$ cat config.mk
export PLATFORM = sky130hd
export DESIGN_NAME = elastic_reg
export DESIGN_NICKNAME = d
export VERILOG_FILES = /design/src/rtl/riscv_pkg.sv /design/src/rtl/elastic_stage.sv /design/src/rtl/elastic_reg.sv
export SDC_FILE = /design/constraint.sdc
export NUM_CORES = 1
export LEC_CHECK = 0
export ABC_AREA = 1
export CORE_MARGIN = 4
export CORE_UTILIZATION = 45
export DETAILED_ROUTE_END_ITERATION = 10
export HOLD_SLACK_MARGIN = 0.1
export PLACE_DENSITY = 0.72
export RECOVER_POWER = 50
export SYNTH_ARGS = -nofsm -noshare
export SYNTH_HDL_FRONTEND = slang
export SYNTH_SLANG_ARGS = --single-unit
export TNS_END_PERCENT = 20
$ cat constraint.sdc
create_clock -name clk_i -period 1.4 [get_ports clk_i]
set_input_delay 0.21 -clock clk_i [delete_from_list [all_inputs] [get_ports clk_i]]
set_output_delay 0.21 -clock clk_i [all_outputs]
set_load 0.005 [all_outputs]
$ cat src/rtl/riscv_pkg.sv
// Shared core-wide constants used by datapath blocks.
package riscv_pkg;
   localparam int unsigned XLEN = 32;
endpackage

$ cat src/rtl/elastic_stage.sv
// One elastic slot: a main register backed by a skid register so that the
// upstream ready is a registered flag with no path from the downstream ready.
module elastic_stage #(
   parameter int unsigned      WIDTH     = 32,
   parameter logic [WIDTH-1:0] RESET_VAL = '0
) (
   input  logic             clk_i,
   input  logic             rst_i,
   input  logic             flush_i,
   input  logic             in_valid_i,
   input  logic [WIDTH-1:0] in_data_i,
   output logic             in_ready_o,
   output logic             out_valid_o,
   output logic [WIDTH-1:0] out_data_o,
   input  logic             out_ready_i,
   output logic             busy_o
);

   logic             main_v, skid_v, main_v_n, skid_v_n;
   logic [WIDTH-1:0] main_d, skid_d, main_d_n, skid_d_n;
   logic             in_fire, out_fire;

   // Reset masks both handshakes so nothing transfers while rst_i is high.
   assign in_ready_o  = ~skid_v & ~rst_i;
   assign out_valid_o = main_v & ~rst_i;
   assign out_data_o  = main_d;
   assign busy_o      = main_v | skid_v;

   assign in_fire  = in_valid_i & in_ready_o;
   assign out_fire = out_valid_o & out_ready_i;

   // Next-state: skid refills main on consume; flush drops words but keeps data.
   always_comb begin
      main_v_n = main_v;
      skid_v_n = skid_v;
      main_d_n = main_d;
      skid_d_n = skid_d;
      if (flush_i) begin
         main_v_n = 1'b0;
         skid_v_n = 1'b0;
      end else if (out_fire) begin
         if (skid_v) begin
            main_d_n = skid_d;
            skid_v_n = 1'b0;
         end else if (in_fire) begin
            main_d_n = in_data_i;
         end else begin
            main_v_n = 1'b0;
         end
      end else if (in_fire) begin
         if (!main_v) begin
            main_v_n = 1'b1;
            main_d_n = in_data_i;
         end else begin
            skid_v_n = 1'b1;
            skid_d_n = in_data_i;
         end
      end
   end

   always_ff @(posedge clk_i) begin
      if (rst_i) begin
         main_v <= 1'b0;
         skid_v <= 1'b0;
         main_d <= RESET_VAL;
         skid_d <= RESET_VAL;
      end else begin
         main_v <= main_v_n;
         skid_v <= skid_v_n;
         main_d <= main_d_n;
         skid_d <= skid_d_n;
      end
   end

endmodule

$ cat src/rtl/elastic_reg.sv
// Flow-controlled pipeline register: STAGES cascaded elastic slots, strict
// FIFO order, 2*STAGES words of capacity, flush and synchronous reset.
module elastic_reg
   import riscv_pkg::*;
#(
   parameter int unsigned      WIDTH     = XLEN,
   parameter int unsigned      STAGES    = 1,
   parameter logic [WIDTH-1:0] RESET_VAL = '0
) (
   input  logic             clk_i,
   input  logic             rst_i,
   input  logic             flush_i,
   input  logic             in_valid_i,
   input  logic [WIDTH-1:0] in_data_i,
   output logic             in_ready_o,
   output logic             out_valid_o,
   output logic [WIDTH-1:0] out_data_o,
   input  logic             out_ready_i,
   output logic             busy_o
);

   if (STAGES < 1 || STAGES > 8) begin : g_bad_stages
      $error("elastic_reg: STAGES must be in 1..8");
   end

   logic [STAGES:0]   link_valid;
   logic [STAGES:0]   link_ready;
   logic [WIDTH-1:0]  link_data [STAGES+1];
   logic [STAGES-1:0] stage_busy;

   assign link_valid[0]      = in_valid_i;
   assign link_data[0]       = in_data_i;
   assign in_ready_o         = link_ready[0];
   assign out_valid_o        = link_valid[STAGES];
   assign out_data_o         = link_data[STAGES];
   assign link_ready[STAGES] = out_ready_i;

   // Stage k output feeds stage k+1 input.
   for (genvar k = 0; k < int'(STAGES); k++) begin : g_stage
      elastic_stage #(
         .WIDTH     (WIDTH),
         .RESET_VAL (RESET_VAL)
      ) u_stage (
         .clk_i       (clk_i),
         .rst_i       (rst_i),
         .flush_i     (flush_i),
         .in_valid_i  (link_valid[k]),
         .in_data_i   (link_data[k]),
         .in_ready_o  (link_ready[k]),
         .out_valid_o (link_valid[k+1]),
         .out_data_o  (link_data[k+1]),
         .out_ready_i (link_ready[k+1]),
         .busy_o      (stage_busy[k])
      );
   end

   assign busy_o = |stage_busy;

endmodule

==> flow_summary_export.csv <==
group,metric,value,unit
run_status,outcome,"complete, no violations",
placement,place_hpwl,5560,µm
routing,drt-initial-drc-count,163,
power_and_ir_drop,power_leakage,2.21,nW
synth,synth_commonest_cells,"nand2_1 (195), nor2_1 (130), inv_1 (67)",
clocking,cts_hold_buf,0,
timing,fin_crit,1.36,ns
synth,ys.flop_type,"dfxtp_1",
synth,yosys-top-cells-area,"dfxtp_1 (39%), nand2_1 (21%), nor2_1 (14%), o21ai_0 (7.8%), inv_1 (7.4%)",
power_and_ir_drop,power.share.clock,0.364,
synth,ys_types,20,
final_layout,n_fill_cell,733,
synth,ys_seq_area_frac,0.387,
power_and_ir_drop,p_sw,0.000876,W
timing,setup_tns,0,ns
synth,synth_edf_count,0,
routing,ant_nets,0,
critical_path,path_cells,"clkdlybuf4s50_1",
placement,numPortBuffers,71,
final_layout,seq_area,1330,µm²
placement,dp.cells,728,
power_and_ir_drop,p_sw_frac,0.235,
timing,hold_violations,0,
power_and_ir_drop,p_per_area,840,nW/µm²
critical_path,critical-path-top-delay-family,"buffers and inverters",
clocking,path_clk_slew,0.06,ns
final_layout,layout.nets,677,
clocking,htreeDepth,3,
timing,finalClockSkew,0.00317,ns
die,die_h,95.1,µm
die,ios,72,
die,fp.dieArea,9040,µm²
final_layout,final_area,4430,µm²
synth,yosysTopAreaCell,"dfxtp_1",
clocking,clock-root-buffer,"clkbuf_8",
timing,slew_violations,0,
routing,drc,0,
timing,setup_violations,0,
routing,routed_wl,7880,µm
power_and_ir_drop,peakVddDrop,522,µV
clocking,cts_buffers,9,
critical_path,critPathBufInv,1,
routing,wl_per_cell,10.6,µm
clocking,cts_tree,"yes",
critical_path,worst_ep_required_time,1.19,ns
die,fp.coreArea,7290,µm²
critical_path,crit_slowest_cell,"clkdlybuf4s50_1",
power_and_ir_drop,pwr-share-comb,0.119,
final_layout,drive_gt1_frac,0.0732,
synth,synth_top_area_frac,0.387,
critical_path,cp-end-kind,"output pin",
power_and_ir_drop,power.total,0.00372,W
critical_path,worstPathArrival,1.15,ns
timing,post-route-period-util,0.968,
die,start_util,0.468,
synth,synthArstFlopShare,0,
critical_path,cp_max_fo,2,
grt,antenna_found_initial,0,
grt,grt_max_degree,37,
final_layout,multiInputGateArea,1630,µm²
timing,slew_headroom,0.810,
synth,yosysMostFrequentCell,"nand2_1",
grt,overflow,0,
power_and_ir_drop,p_int,0.00284,W
placement,gp_congestion,0.867,
final_layout,area_growth,29.7,%
synth,netlist_instances,569,
critical_path,max_stage_delay,0.49,ns
timing,rsz0062_at_grt,"yes",
final_layout,diodes,0,
final_layout,instances_no_fill,741,
min_path,hold_path_class,"register to register",
grt,grt_pass1_vias,3057,
power_and_ir_drop,seq_power_share,0.517,
job,drv_cap,0,
clocking,clockBufferDepth,2,
critical_path,crit_type,"register to output pin",
synth,synthesis.nets,606,
placement,dpl_cell_area,4260,µm²
routing,vias,3359,
die,rows,31,
timing,max_clock_freq,0.738,GHz
clocking,post_cts_buffers,0,
routing,vias_per_cell,4.53,
grt,grt_use_total,0.187,
timing,worstMarginPinSlew,0.286,ns
die,die_w,95.1,µm
critical_path,startpoint_type,"register",
clocking,cts_sinks,66,
synth,syn_area,3410,µm²
grt,grt_first_pass_wirelength,13400,µm
clocking,clock_latency,0.33,ns
synth,synth.avg_cell_area,6.00,µm²
synth,synth.ff_latch_count,66,
routing,drtPass1Iterations,4,
synth,ys.warnings.count,0,
-- cell usage in the layout (no fill, tap or decap), drive strengths merged --
cell and n:
clkdlybuf4s50 36, inv 70, nor2 133, dfxtp 66
o21ai 65, nand3 1, dlymetal6s2s 4, clkdlybuf4s25 22
clkbuf 13, dlygate4sd2 9, a21oi 2, nand2 199
nor4 1, buf 21
-- registers in the layout, indices dropped and copies added (netlist names) --
register and cells:
g_stage.u_stage.out_data_o 32, g_stage.u_stage.main_v 1, g_stage.u_stage.skid_v 1, g_stage.u_stage.skid_d 32
-- worst paths after layout --
kind | startpoint | to | slack, ns | cells after the start
worst max register to register | g_stage[0].u_stage.skid_v | g_stage[0].u_stage.skid_d[1] | 0.08 | 7
worst min register to register | g_stage[0].u_stage.skid_d[8] | g_stage[0].u_stage.skid_d[8] | 0.48 | 2
worst min-delay path | g_stage[0].u_stage.skid_d[8] | g_stage[0].u_stage.skid_d[8] | 0.48 | 2
worst max-delay path | g_stage[0].u_stage.out_data_o[5] | out_data_o[5] | 0.04 | 1
-- timing repair --
action | 4_1_cts | 5_1_grt
setup endpoints to repair | 10 | 40
gates cloned | 0 | 0
resized for setup | 14 | 36
-- logic make-up after synthesis --
group,count (synthesis),share of synthesized area
and+or+nand+nor,334,0.377
buffers and inverters,102,0.137
AOI/OAI and AO/OA,67,0.0994
DFF,66,0.387
-- area by class of cell --
cell class / count / area share
Timing Repair Buffer: 92 / 0.209
Inverter: 70 / 0.0594
Clock buffer: 13 / 0.0359
Sequential cell: 66 / 0.300
Tap cell: 99 / 0.0280
Multi-Input combinational cell: 401 / 0.368
-- per-stage QoR --
step | setup slack [ns] | util | hold slack, ns
CTS | 0.00331 | 0.606 | 0.486
detailed placement | -0.331 | 0.585 | 0.472
global placement | -0.254 | 0.585 | 0.462
finish | 0.0442 | 0.607 | 0.482
floorplan | 0.180 | - | 0.358
global route | -0.00676 | 0.607 | 0.501
-- per-layer routing --
layer  up-vias  share of wire  wire length [µm]  track usage
met5         -              0                 0            0
met4         0          0.018               138       0.0865
met3        15          0.041               323       0.0387
met2        74           0.47              3680        0.307
met1      1441           0.47              3740        0.234
li1       1829              -                 -            -
-- power groups by stage --
stage               Sequential (W)  Clock [W]  Combinational [W]
CTS                        0.00192    0.00140           0.000449
global placement           0.00197          0           0.000445
detailed placement         0.00197          0           0.000452
floorplan                  0.00197          0           0.000213
finish                     0.00192    0.00135           0.000442
global route               0.00193    0.00150           0.000498
-- worst reg2reg max path: stages (launching register included) --
cell	delay [ns]
dfxtp_4	0.37
nor2_4	0.12
nand2_1	0.07
nor2_1	0.13
nand2_2	0.10
buf_4	0.19
o21ai_0	0.18
nor2_1	0.06
Note: power is estimated with default switching activity, not from simulation.
